## config.mk

```make
export PLATFORM = sky130hd
export DESIGN_NAME = qrr_arbiter
export DESIGN_NICKNAME = d
export VERILOG_FILES = /design/src/rtl/qrr_pkg.sv /design/src/rtl/rr_pick.sv /design/src/rtl/qrr_arbiter.sv
export SDC_FILE = /design/constraint.sdc
export NUM_CORES = 1
export LEC_CHECK = 0
export ABC_AREA = 0
export CAP_MARGIN = 20
export CELL_PAD_IN_SITES_DETAIL_PLACEMENT = 1
export CELL_PAD_IN_SITES_GLOBAL_PLACEMENT = 1
export CORE_UTILIZATION = 14
export CTS_CLUSTER_SIZE = 24
export DETAILED_ROUTE_END_ITERATION = 6
export PLACE_DENSITY = 0.75
export SYNTH_ARGS = -nofsm -noshare
export SYNTH_HDL_FRONTEND = slang
export SYNTH_HIERARCHICAL = 1
export SYNTH_SLANG_ARGS = --single-unit
```

## constraint.sdc

```tcl
create_clock -name clk_i -period 1.8 [get_ports clk_i]
set_clock_uncertainty 0.1 [all_clocks]
set_input_delay 0.36 -clock clk_i [delete_from_list [all_inputs] [get_ports clk_i]]
set_output_delay 0.36 -clock clk_i [all_outputs]
set_load 0.02 [all_outputs]
```

## src/rtl/qrr_pkg.sv

```systemverilog
// -----------------------------------------------------------------------------
// qrr_pkg
// Shared definitions for the packet-level round-robin arbiter.
//   state_e     : arbiter FSM encoding (IDLE / LOCKED).
//   idx_width   : width of the granted-index prefix, never below 1.
//   word_width  : input word width  = {eot[LVL-1:0], data[TDIN-1:0]}.
//   out_width   : output word width = {idx[IDW-1:0], eot[LVL-1:0], data[TDIN-1:0]}.
//   last_pos    : bit position of the outermost eot bit inside an input word.
// -----------------------------------------------------------------------------
package qrr_pkg;

    typedef enum logic {
        ST_IDLE   = 1'b0,
        ST_LOCKED = 1'b1
    } state_e;

    function automatic int idx_width(input int num);
        return (num > 2) ? $clog2(num) : 1;
    endfunction

    function automatic int word_width(input int tdin, input int lvl);
        return tdin + lvl;
    endfunction

    function automatic int out_width(input int num, input int tdin, input int lvl);
        return idx_width(num) + tdin + lvl;
    endfunction

    // With LVL==0 this points at the payload MSB; callers ignore it in that case.
    function automatic int last_pos(input int tdin, input int lvl);
        return tdin + lvl - 1;
    endfunction

endpackage

```

## src/rtl/rr_pick.sv

```systemverilog
// -----------------------------------------------------------------------------
// rr_pick
// Combinational round-robin picker. Finds the first asserted request scanning
// ptr+1, ptr+2, ... modulo NUM.
//   req_i     [NUM-1:0] : request vector.
//   ptr_i     [IDW-1:0] : last-granted index.
//   gnt_idx_o [IDW-1:0] : chosen index (0 when nothing requests).
//   any_req_o           : at least one request is asserted.
// -----------------------------------------------------------------------------
module rr_pick #(
    parameter int NUM = 2,
    parameter int IDW = 1
) (
    input  logic [NUM-1:0] req_i,
    input  logic [IDW-1:0] ptr_i,
    output logic [IDW-1:0] gnt_idx_o,
    output logic           any_req_o
);

    logic [2*NUM-1:0] req_dbl;
    logic [NUM-1:0]   req_rot;
    logic [IDW:0]     start;

    // start may equal NUM (ptr = NUM-1); shifting the doubled vector by NUM
    // yields req_i itself, so the wrap needs no special case.
    assign start   = {1'b0, ptr_i} + (IDW+1)'(1);
    assign req_dbl = {req_i, req_i};
    assign req_rot = NUM'(req_dbl >> start);

    // Lowest set bit of the rotated vector, mapped back to an absolute index.
    always_comb begin
        logic found;
        int   pos;
        found     = 1'b0;
        pos       = 0;
        gnt_idx_o = '0;
        for (int j = 0; j < NUM; j++) begin
            if (!found && req_rot[j]) begin
                found = 1'b1;
                pos   = int'(start) + j;
                if (pos >= NUM) begin
                    pos = pos - NUM;
                end
                gnt_idx_o = IDW'(pos);
            end
        end
    end

    assign any_req_o = |req_i;

endmodule

```

## src/rtl/qrr_arbiter.sv

```systemverilog
// -----------------------------------------------------------------------------
// qrr_arbiter
// Packet-level round-robin arbiter: NUM eot-delimited input streams share one
// output stream. A grant stays on one input from its first transfer until the
// transfer carrying its outermost eot bit, so packets never interleave. The
// output word is prefixed with the granted input index.
//
// Handshake (both sides): a word moves on a cycle where dvalid & dready are
// both high. A producer holding dvalid keeps data stable until accepted;
// dvalid never depends combinationally on dready.
//
// Ports:
//   clk_i                         : clock.
//   rst_ni                        : asynchronous active-low reset.
//   din_dvalid_i [NUM-1:0]        : per-input valid.
//   din_data_i   [NUM*DW-1:0]     : input i word at [i*DW +: DW], {eot, data}.
//   din_dready_o [NUM-1:0]        : per-input ready (only the selected one).
//   dout_dvalid_o                 : output valid.
//   dout_data_o  [OW-1:0]         : {idx, eot, data}.
//   dout_dready_i                 : output ready.
//   state_o                       : FSM state (0 = IDLE, 1 = LOCKED).
// -----------------------------------------------------------------------------
module qrr_arbiter
    import qrr_pkg::*;
#(
    parameter  int NUM  = 2,
    parameter  int TDIN = 16,
    parameter  int LVL  = 1,
    localparam int IDW  = idx_width(NUM),
    localparam int DW   = word_width(TDIN, LVL),
    localparam int OW   = out_width(NUM, TDIN, LVL)
) (
    input  logic              clk_i,
    input  logic              rst_ni,
    input  logic [NUM-1:0]    din_dvalid_i,
    input  logic [NUM*DW-1:0] din_data_i,
    output logic [NUM-1:0]    din_dready_o,
    output logic              dout_dvalid_o,
    output logic [OW-1:0]     dout_data_o,
    input  logic              dout_dready_i,
    output logic              state_o
);

    state_e         state_q, state_d;
    logic [IDW-1:0] lock_idx_q, lock_idx_d;
    logic [IDW-1:0] rr_ptr_q, rr_ptr_d;

    logic [IDW-1:0] pick_idx;
    logic           any_req;
    logic [IDW-1:0] sel;
    logic [DW-1:0]  sel_word;
    logic           sel_valid;
    logic           last;
    logic           xfer;

    rr_pick #(
        .NUM (NUM),
        .IDW (IDW)
    ) u_pick (
        .req_i     (din_dvalid_i),
        .ptr_i     (rr_ptr_q),
        .gnt_idx_o (pick_idx),
        .any_req_o (any_req)
    );

    assign sel = (state_q == ST_LOCKED) ? lock_idx_q : pick_idx;

    // Word mux. In IDLE the picked input is valid exactly when any input is.
    always_comb begin
        logic locked_valid;
        sel_word     = '0;
        locked_valid = 1'b0;
        for (int i = 0; i < NUM; i++) begin
            if (IDW'(i) == sel) begin
                sel_word     = din_data_i[i*DW +: DW];
                locked_valid = din_dvalid_i[i];
            end
        end
        sel_valid = (state_q == ST_LOCKED) ? locked_valid : any_req;
    end

    assign last = (LVL == 0) ? 1'b1 : sel_word[last_pos(TDIN, LVL)];
    assign xfer = dout_dvalid_o & dout_dready_i;

    // State register.
    always_ff @(posedge clk_i or negedge rst_ni) begin
        if (!rst_ni) begin
            state_q    <= ST_IDLE;
            lock_idx_q <= '0;
            rr_ptr_q   <= IDW'(NUM - 1);
        end else begin
            state_q    <= state_d;
            lock_idx_q <= lock_idx_d;
            rr_ptr_q   <= rr_ptr_d;
        end
    end

    // Next-state logic. A presented but stalled word in IDLE also locks, so a
    // newly rising input cannot steal the selection from a held word.
    always_comb begin
        state_d    = state_q;
        lock_idx_d = lock_idx_q;
        rr_ptr_d   = rr_ptr_q;
        case (state_q)
            ST_IDLE: begin
                if (dout_dvalid_o) begin
                    if (xfer && last) begin
                        rr_ptr_d = sel;
                    end else begin
                        state_d    = ST_LOCKED;
                        lock_idx_d = sel;
                    end
                end
            end
            ST_LOCKED: begin
                if (xfer && last) begin
                    state_d  = ST_IDLE;
                    rr_ptr_d = lock_idx_q;
                end
            end
            default: state_d = ST_IDLE;
        endcase
    end

    // Output logic, gated off while reset is asserted.
    always_comb begin
        dout_dvalid_o = 1'b0;
        din_dready_o  = '0;
        if (rst_ni) begin
            dout_dvalid_o = sel_valid;
            for (int i = 0; i < NUM; i++) begin
                if (IDW'(i) == sel) begin
                    din_dready_o[i] = dout_dready_i;
                end
            end
        end
    end

    assign dout_data_o = {sel, sel_word};
    assign state_o     = state_q;

endmodule

```

## Word-level counts from Yosys, hierarchy flattened

Index checks and enable logic that the tools add are counted.

| word-level totals | value |
|---|---|
| bits in latches | 0 |
| logic and storage cells | 42 |
| output and inout bits | 22 |
| memory bits (writable) | 0 |
| memories kept | 0 |
| bits in read-only memories | 0 |
| input bits | 39 |
| register bits | 3 |

| cells by class | value |
|---|---|
| equality and inequality tests | 3 |
| $mul | 0 |
| muxes and demuxes | 20 |
| $lt $le $gt $ge | 2 |
| bitwise gates (word level) | 3 |
| shifts and indexed selects | 1 |
| $add $sub $neg | 4 |
| div/mod/pow operators | 0 |
| reduce and logical (&&, ||, !) cells | 6 |

Operators by type and width:

| kind | count |
|---|---|
| $mux W17 | 1 |
| $mux W1 | 16 |
| $reduce_and A3 Y1 | 2 |
| $ne A2 B2 Y1 const B | 2 |
| $pmux W1 S2 | 2 |
| $shr A4 B2 Y2 | 1 |
| $add A2 B1 Y3 const B | 1 |
| $ge A3 B2 Y1 const B | 1 |
| $add A1 B1 Y2 const B | 1 |
| $ge A2 B2 Y1 const B | 1 |
| $logic_and A1 B1 Y1 | 2 |
| $mux W2 | 1 |
| $ne A2 B1 Y1 const B | 1 |
| $not A1 Y1 | 2 |
| $reduce_or A2 Y1 | 1 |
| $sub A1 B1 Y1 const B | 2 |
| $and A1 B1 Y1 | 1 |
| $logic_not A1 Y1 | 1 |

## Depth between registers and ports, before layout

Gate-level depths: netlist (run 1).

| depth | value |
|---|---|
| depth after elaboration | 15 |
| depth in mapped cells | 5 |

## Hierarchy

The synthesis (run 1) kept the hierarchy.

Modules (own cells, without submodules):

| module | area an instance (um2) | seq. area each (um2) | instances | cells each |
|---|---|---|---|---|
| qrr_arbiter | 462.9 | 76.3 | 1 | 46 |
| rr_pick | 13.8 | 0.0 | 1 | 2 |

## Worst setup path before layout (run 1)

No wires, ideal clock.

| path | value |
|---|---|
| path kind | register to output |
| start | register state_q, in the netlist state_o |
| end | output port dout_data_o[10] |
| data arrival time | 1.426 ns |
| slack | -0.086 ns |
| cell stages (with the launch flop) | 5 |
| path buffers | 2 |
| required time | 1.340 ns |
| cell sequence | dfrtp_1 > buf_6 > mux2i_4 > buf_4 > mux2_2 |

| between the ends | value |
|---|---|
| cells in the longest elaborated chain, start to end | 2 |

RTL lines:

| element | RTL line | source |
|---|---|---|
| start, declared | qrr_arbiter.sv:44 | `state_e state_q, state_d;` |
| start signal, assigned | qrr_arbiter.sv:92 | `state_q <= state_d;` |
| $mux W1 | qrr_arbiter.sv:66 | `assign sel = (state_q == ST_LOCKED) ? lock_idx_q : pick_idx;` |
| $mux W17 | qrr_arbiter.sv:74 | `if (IDW'(i) == sel) begin` |
| end, declared | qrr_arbiter.sv:39 | `output logic [OW-1:0] dout_data_o,` |

No other way between the ends.

## Worst setup path in the final report (run 1)

| path | value |
|---|---|
| start | register rr_ptr_q |
| end | output port dout_data_o[11] |

| between the ends | value |
|---|---|
| cells in the longest elaborated chain, start to end | 8 |

RTL lines:

| element | RTL line | source |
|---|---|---|
| start, declared | qrr_arbiter.sv:46 | `logic [IDW-1:0] rr_ptr_q, rr_ptr_d;` |
| start signal, assigned | qrr_arbiter.sv:90 | `rr_ptr_q <= IDW'(NUM - 1);` |
| start signal, assigned | qrr_arbiter.sv:94 | `rr_ptr_q <= rr_ptr_d;` |
| $add A1 B1 Y2 (*) | rr_pick.sv:26 | `assign start = {1'b0, ptr_i} + (IDW+1)'(1);` |
| parallel branches: the longest is 4 deep, another holds $add A2 B1 Y3 | n/a |  |
| $mux W1 (*) | rr_pick.sv:38 | `if (!found && req_rot[j]) begin` |
| net pick_idx | qrr_arbiter.sv:48 | `logic [IDW-1:0] pick_idx;` |
| $mux W1 (*) | qrr_arbiter.sv:66 |  |
| $mux W17 (*) | qrr_arbiter.sv:74 |  |

Mark *: on every way through the listed nets, which the timed path passes.

==> results of run 1 <==
==> stage by stage <==
step | cells | instance area, sq um
floorplan | 48 | 485
CTS | 175 | 1390
global placement | 157 | 1170
detailed placement | 157 | 1170
finish | 176 | 1450
global route | 176 | 1450
==> registers in the layout, indices dropped and copies added, names as in the netlist <==
signal,flops
state_o,1
rr_ptr_q,1
lock_idx_q,1
==> synth_stat cells <==
master	number	area, sq um
nand3b_1	1	7.51
a21oi_1	4	20.0
and3_1	3	18.8
mux2_2	17	191
buf_6	2	22.5
inv_1	4	15.0
a31oi_1	1	6.26
dfstp_2	1	26.3
o211ai_1	1	7.51
a2111o_1	1	11.3
a21boi_1	1	7.51
o2bb2ai_1	1	8.76
mux2i_1	1	10.0
o211ai_2	1	12.5
a21o_1	1	7.51
or2_1	1	6.26
dfrtp_1	2	50.1
o21ai_0	2	10.0
buf_4	2	15.0
mux2i_4	1	22.5
==> worst max-delay path: cells and delay by family (launching register included) <==
kind / cells / cell delay [ps]
compound gates: 1 / 80
mux: 2 / 470
buf+inv: 3 / 430
flops: 1 / 550
==> layer usage <==
layer | wire (um) | track usage (%) | part of all wire, %
met1 | 1200 | 19.2 | 42
met2 | 1620 | 29.8 | 56
met4 | 34 | 5.98 | 1.2
met3 | 32 | 1.92 | 1.1
met5 | 0 | 0 | 0
==> logic make-up (layout without fill, tap and decap cells) <==
group                  after synthesis  after routing  share of synthesized area, %
multiplexers                        19             21                          47.0
AO/OA/AOI/OAI                       13             13                          19.2
buffers and inverters                8             90                          11.0
AND/OR/NAND/NOR                      5              5                          6.83
flip-flops                           3              3                          16.0
==> what timing repair did <==
action / 4_1_cts / 5_1_grt
setup buffers: 12 / 1
setup endpoints to repair: 24 / 21
gates cloned: 2 / 0
pin swaps: 1 / 0
resized for setup: 135 / 16
==> power groups by stage <==
stage	clock network, uW	registers [uW]	logic [uW]
floorplan	0	100	469
global placement	0	96.4	804
detailed placement	0	98.1	815
CTS	121	119	1060
global route	132	122	1190
finish	123	119	1140
==> final cells by class <==
type,count,area (sq um)
inverter,4,15.0
fill,375,1700
sequential,3,78.8
clock buffer,4,26.3
tap,44,55.1
timing repair buffer,82,802
multi-input combinational,39,473
==> how the worst max path moves through the flow <==
| stage | start | end | slack (ps) | cells past startpoint |
|---|---|---|---|---|
| 2_1_floorplan | state_o$_DFF_PN0_ | dout_data_o[0] | -10 | 4 |
| 3_3_place_gp | din_dvalid_i[1] | dout_data_o[14] | -1210 | 5 |
| 3_5_place_dp | din_dvalid_i[0] | dout_data_o[16] | -1240 | 5 |
| 4_1_cts | rr_ptr_q$_DFFE_PN1P_ | dout_data_o[11] | -420 | 6 |
| 5_1_grt | rr_ptr_q$_DFFE_PN1P_ | dout_data_o[14] | -480 | 6 |
| 6_report | rr_ptr_q$_DFFE_PN1P_ | dout_data_o[11] | -440 | 6 |
==> impl_metrics.yaml, run 1 <==
outcome:
  status: "complete, but fails checks"
  violations: "setup timing"
worst_setup_path:
  reg2reg_depth: 6
  crit_path_end_kind: "primary output"
  rrSetupSlack_ps: 60
  reg2reg_to: "state_o$_DFF_PN0_"
  timing.rr.start: "rr_ptr_q$_DFFE_PN1P_"
  cp.arrival_ps: 1780
  critPathLaunchType: "flip-flop"
  slowest_stage: "dfstp_2"
  crit_top_cell: "buf_6"
  cp_data_required_time_ps: 1340
  critPathKind: "reg2out"
  cp_cell_sequence: "a21boi_4 > buf_6 > mux2i_4 > buf_6 > mux2_4 > buf_6"
  slowest_delay_ps: 550
  critPathMaxFanout: 6
sta:
  hold_violations: 0
  tightest_slew_ps: 270
  fin_crit_ps: 2240
  layout_setup_ws_ps: -436
  fin_setup_tns_ps: -7800
  finalCritPeriodShare_pct: 124
  holdWs_ps: 422
  setup_viol: 21
  finalMaxSlewViolations: 0
  slew_headroom_pct: 82.0
  max_freq_mhz: 447
  rsz0062_at_grt: "true"
clock_tree:
  clk-insertion-delay-late_ps: 230
  cts_buffer_depth: 2
  cts_inserted_buffers: 3
  clk_pin_slew_ps: 40
  cts_root_buf: "clkbuf_4"
  cts_tree: "yes"
  cts_sinks: 3
  htreeDepth: 1
  hold_buffers: 0
global_route:
  grt_antenna_before_repair: 0
  grt_pass1_vias: 770
  grt_use_total_pct: 16.2
  grt_pass1_wl_um: 4190
  overflow: 0
  grt_max_degree: 9
yosys:
  synth_nets: 87
  seq_area_frac_synth_pct: 16.0
  synth_area_sq_um: 477
  synth_seq_cells: 3
  ys.warnings.count: 6
  avgSynthCellArea_sq_um: 9.93
  syn_inst: 48
  ys_types: 20
cells_and_area:
  n_antenna_cell: 0
  nNetsFinal: 172
  layout_common_cells: "clkdlybuf4s50_1, buf_6, mux2_4, buf_4"
  layout-drive-gt1-share_pct: 54.5
  fin_util_pct: 46.0
  layout_commonest_cell: "clkdlybuf4s50_1"
  syn_to_final_growth_pct: 204
routing:
  via_per_inst: 4.18
  wl_per_cell_um: 16.4
  drc: 0
  first_iter_violations: 6
  vias: 736
  dr.pass1.iters: 2
  antenna_left: 0
  totalWireLength_um: 2880
pwr:
  powerDensity_mw_per_mm2: 951
  pwr-share-seq_pct: 8.6
  leakagePower_uw: 0.000673
  p_int_uw: 847
  p_sw_share_pct: 38.6
  power_uw: 1380
  switchingPower_uw: 533
  combPwrFrac_pct: 82.4
  pwr-share-clk_pct: 8.9
  vdd_drop_max_mv: 0.332
die:
  rows: 20
  dieWidth_um: 60.4
  die_h_um: 60.4
  start_util_pct: 15.1
  core-area_sq_mm: 0.00315
  pin_count: 61
  die_area_sq_mm: 0.00364
placed_design:
  io_buffers: 60
  dpl_worst_slack_ps: -1240
  place_hpwl_um: 1920
  gp_congestion: 0.792
min_path:
  hold_path_class: "in2async"
run:
  drv_cap: 0
Note: power is estimated with default switching activity, not from simulation.
==> run 2: changes to the inputs <==
--- a/config.mk
+++ b/config.mk
@@ -7,9 +7,7 @@
 export LEC_CHECK = 0
 export ABC_AREA = 0
 export CAP_MARGIN = 20
-export CELL_PAD_IN_SITES_DETAIL_PLACEMENT = 1
-export CELL_PAD_IN_SITES_GLOBAL_PLACEMENT = 1
-export CORE_UTILIZATION = 14
+export CORE_UTILIZATION = 22
 export CTS_CLUSTER_SIZE = 24
 export DETAILED_ROUTE_END_ITERATION = 6
 export PLACE_DENSITY = 0.75
==> impl_metrics.yaml, run 2 (synthesis gave the netlist of run 1 again) <==
die:
  pin_count: 61
  dieWidth_um: 48.6
  die_area_sq_mm: 0.00236
  core-area_sq_mm: 0.00200
  rows: 16
  die_h_um: 48.6
  start_util_pct: 23.8
cells_and_area:
  fin_util_pct: 74.3
  layout_commonest_cell: "clkdlybuf4s50_1"
  syn_to_final_growth_pct: 212
  layout-drive-gt1-share_pct: 57.6
  layout_common_cells: "clkdlybuf4s50_1, buf_6, mux2_4, buf_4"
  n_antenna_cell: 0
  nFillCells: 129
  layout.cells.non_filler: 159
  nNetsFinal: 172
worst_setup_path:
  cp_cell_sequence: "a21boi_4 > buf_12 > mux2i_4 > buf_6 > mux2_4 > buf_6"
  critical_path_depth: 6
  critPathKind: "reg2out"
  crit_path_end_kind: "primary output"
  critPathMaxFanout: 4
  crit_buf_inv: 3
  path_delay_family: "flip-flops"
  reg2reg_depth: 7
  slowest_stage: "dfstp_2"
  cp_data_required_time_ps: 1340
  slowest_delay_ps: 550
  crit_top_cell: "buf_6"
  cp.arrival_ps: 1790
  critPathLaunchType: "flip-flop"
global_route:
  grt_pass1_wl_um: 3520
  grt_antenna_before_repair: 0
  grt_max_degree: 9
  overflow: 0
  grt_use_total_pct: 19.0
  grt_pass1_vias: 802
sta:
  rsz0062_at_grt: "true"
  layout_setup_ws_ps: -447
  hold_violations: 0
  tightest_slew_ps: 280
  max_freq_mhz: 445
  fin_setup_tns_ps: -7350
  finalCritPeriodShare_pct: 125
  setup_viol: 20
  finalMaxSlewViolations: 0
  fin_crit_ps: 2250
  slew_headroom_pct: 80.9
routing:
  wl_met2_um: 1140
  route.met3.wl_um: 157
  wl_per_cell_um: 13.8
  drc: 0
  antenna_left: 0
  m1WireLength_um: 892
  first_iter_violations: 5
  top_layer_used: "met3"
  via_per_inst: 4.57
  dr.pass1.iters: 4
  totalWireLength_um: 2190
  vias: 726
placed_design:
  dp_cells: 141
  gp_congestion: 0.743
  io_buffers: 60
  place_hpwl_um: 1390
clock_tree:
  clk_pin_slew_ps: 40
  cts_sinks: 3
  cts_buffer_depth: 2
  cts_tree: "yes"
  cts_root_buf: "clkbuf_4"
  clk-insertion-delay-late_ps: 230
  cts_inserted_buffers: 3
  htreeDepth: 1
min_path:
  hold_path_class: "in2async"
run:
  drv_cap: 0
outcome:
  violations: "setup timing"
  status: "complete, but fails checks"
pwr:
  powerDensity_mw_per_mm2: 1010
  vdd_drop_max_mv: 0.635
  leakagePower_uw: 0.000689
## run 2: cell types whose count changed in the layout (fill, tap and decap cells not counted), moves of 2 or more
cell and delta:
dlygate4sd2_1 -2, clkbuf_2 +2, buf_12 +4, buf_4 -6
buf_6 +3
## run 2: stage by stage
stage               hold slack (ps)  cell area (sq um)  setup slack, ps  total power [uW]
global route                    232               1490             -517              1590
finish                          217               1490             -447              1500
floorplan                     -35.6                485            -11.2               569
detailed placement              430               1150            -1210               908
CTS                             177               1360             -438              1310
global placement                434               1150            -1160               903
## run 2: path summary, 6_finish.rpt
path | startpoint | to | slack [ps]
setup / recovery | rr_ptr_q$_DFFE_PN1P_ | dout_data_o[14] | -450
hold / removal | rst_ni | lock_idx_q$_DFFE_PN0P_ | 220
setup reg to reg | rr_ptr_q$_DFFE_PN1P_ | rr_ptr_q$_DFFE_PN1P_ | 150
hold reg to reg | rr_ptr_q$_DFFE_PN1P_ | rr_ptr_q$_DFFE_PN1P_ | 460
max in group asynchronous | rst_ni | rr_ptr_q$_DFFE_PN1P_ | 1190
min in group clk_i | rr_ptr_q$_DFFE_PN1P_ | rr_ptr_q$_DFFE_PN1P_ | 460
## run 2: layout make-up
class | count | area, sq um | area share (%)
Timing Repair Buffer | 82 | 853 | 57.4
Multi-Input combinational cell | 39 | 478 | 32.1
Sequential cell | 3 | 78.8 | 5.30
Tap cell | 27 | 33.8 | 2.27
Clock buffer | 4 | 26.3 | 1.77
Inverter | 4 | 17.5 | 1.18
## run 2: worst register-to-register path: stages, from the launching register on
cell	delay [ps]
dfstp_2	370
a21boi_4	190
buf_12	140
mux2i_4	90
buf_6	140
buf_4	130
a2111o_1	350
o211ai_2	70
## run 2: power breakdown
group          switching, uW  total, uW  internal (uW)
registers               30.4        114           83.7
clock network           33.5        116           83.0
logic                    483       1270            790
total                    547       1500            957
## run 2: repair_timing
action,in CTS,in global routing
gates resized for setup,123,42
cloned,2,0
setup endpoints to repair,24,22
setup buffers,11,3
hold buffers,0,0
pin swaps,2,2
## run 2: routing by layer
metal	track usage, %	vias up
li1	-	351
met4	4.41	0
met5	0	-
met2	36.2	33
met3	4.72	0
met1	20.8	342
==> run 3: changes to the inputs <==
--- a/config.mk
+++ b/config.mk
@@ -8,9 +8,10 @@
 export ABC_AREA = 0
 export CAP_MARGIN = 20
 export CORE_UTILIZATION = 22
-export CTS_CLUSTER_SIZE = 24
+export CTS_CLUSTER_SIZE = 10
 export DETAILED_ROUTE_END_ITERATION = 6
-export PLACE_DENSITY = 0.75
+export PLACE_DENSITY = 0.72
+export SKIP_LAST_GASP = 1
 export SYNTH_ARGS = -nofsm -noshare
 export SYNTH_HDL_FRONTEND = slang
 export SYNTH_HIERARCHICAL = 1
==> impl_metrics.yaml, run 3 (synthesis gave the netlist of run 1 again) <==
sta:
  fin_crit_ps: 2250
  setup_viol: 20
  finalMaxSlewViolations: 0
  hold_violations: 0
  tightest_slew_ps: 273
  max_freq_mhz: 444
  finalCritPeriodShare_pct: 125
  slew_headroom_pct: 81.8
  layout_setup_ws_ps: -450
  rsz0062_at_grt: "true"
routing:
  dr.pass1.iters: 4
  wl_per_cell_um: 14.3
  via_per_inst: 4.65
  totalWireLength_um: 2230
  vias: 725
  antenna_left: 0
  first_iter_violations: 11
  drc: 0
worst_setup_path:
  rrSetupSlack_ps: 90
  critPathLaunchType: "flip-flop"
  cp_data_required_time_ps: 1340
  crit_path_end_kind: "primary output"
  critPathKind: "reg2out"
  cp.arrival_ps: 1790
  critPathMaxFanout: 5
global_route:
  grt_pass1_vias: 822
  grt_max_degree: 9
  overflow: 0
  grt_antenna_before_repair: 0
  grt_pass1_wl_um: 3680
  grt_use_total_pct: 20.4
die:
  rows: 16
  core-area_sq_mm: 0.00200
  pin_count: 61
  die_area_sq_mm: 0.00236
  dieWidth_um: 48.6
  die_h_um: 48.6
  start_util_pct: 23.8
outcome:
  violations: "setup timing"
  status: "complete, but fails checks"
placed_design:
  io_buffers: 60
  place_hpwl_um: 1450
  dp_cells: 141
  gp_congestion: 0.770
clock_tree:
  cts_sinks: 3
  clk-insertion-delay-late_ps: 240
  cts_root_buf: "clkbuf_4"
  htreeDepth: 1
  cts_inserted_buffers: 3
  cts_tree: "yes"
  clk_pin_slew_ps: 40
  cts_buffer_depth: 2
cells_and_area:
  fin_util_pct: 70.0
  layout_commonest_cell: "clkdlybuf4s50_1"
  n_antenna_cell: 0
  nNetsFinal: 169
  layout_common_cells: "clkdlybuf4s50_1, mux2_4, buf_6, buf_4, buf_2"
  syn_to_final_growth_pct: 194
  layout-drive-gt1-share_pct: 55.0
  nFillCells: 158
  layout.cells.non_filler: 156
pwr:
  powerDensity_mw_per_mm2: 952
  vdd_drop_max_mv: 0.644
  leakagePower_uw: 0.000659
run:
  drv_cap: 0
min_path:
  hold_path_class: "in2async"
run 3: cell count changes in the layout (fill, tap and decap cells not counted), moves of 2 or more:
cell / delta
and3_1: +2
clkbuf_2: -2
buf_4: +6
and3_4: -2
buf_2: +4
buf_6: -12
run 3: path summary, 6_finish.rpt:
kind / from / to / depth (start not counted)
min: rst_ni / lock_idx_q$_DFFE_PN0P_ / 2
max reg2reg: rr_ptr_q$_DFFE_PN1P_ / state_o$_DFF_PN0_ / 6
min reg2reg: rr_ptr_q$_DFFE_PN1P_ / rr_ptr_q$_DFFE_PN1P_ / 2
min in group clk_i: rr_ptr_q$_DFFE_PN1P_ / rr_ptr_q$_DFFE_PN1P_ / 2
max in group asynchronous: rst_ni / rr_ptr_q$_DFFE_PN1P_ / 2
max: rr_ptr_q$_DFFE_PN1P_ / dout_data_o[0] / 6
run 3: area by class of cell:
type	count	area, sq um	area share [%]
multi-input combinational	39	475	33.9
timing repair buffer	79	772	55.1
clock buffer	4	26.3	1.88
inverter	4	15.0	1.07
tap	27	33.8	2.41
sequential	3	78.8	5.63
run 3: routing by layer:
layer | up-vias | track usage (%) | share of wire (%)
met2 | 34 | 40.1 | 55
met3 | 2 | 4.09 | 8.3
met5 | - | 0 | 0
met4 | 0 | 8.82 | 0.76
met1 | 340 | 20.5 | 36
li1 | 349 | - | -
run 3: metrics by stage:
| stage | worst slack, ps | hold WS, ps | power, uW | TNS (ps) | instance area, sq um |
|---|---|---|---|---|---|
| after floorplan | -11.2 | -35.6 | 569 | -159 | 485 |
| after global placement | -1190 | 432 | 894 | -24150 | 1150 |
| after detailed placement | -1250 | 426 | 900 | -25390 | 1150 |
| after CTS | -503 | 410 | 1350 | -7960 | 1390 |
| after global routing | -480 | 470 | 1400 | -8630 | 1400 |
| final | -450 | 440 | 1330 | -7790 | 1400 |
run 3: worst max-delay path, stage by stage, from the launching register on:
cell,delay [ps]
dfstp_2,550
a21boi_4,60
buf_4,160
mux2i_4,180
buf_12,150
mux2_4,290
buf_2,160
run 3: report_power, final:
group | switching, uW | total [uW] | leakage (uW) | internal (uW)
Clock | 36.9 | 120 | 0.0000150 | 83.2
Combinational | 453 | 1110 | 0.000615 | 653
Sequential | 24.9 | 109 | 0.0000291 | 83.7
Total | 515 | 1330 | 0.000659 | 819
run 3: what timing repair did:
item,4_1_cts,5_1_grt
resized for setup,135,10
gates cloned,3,0
hold buffers,0,0
setup endpoints to repair,24,22
pin swaps,2,1
setup buffers,8,2
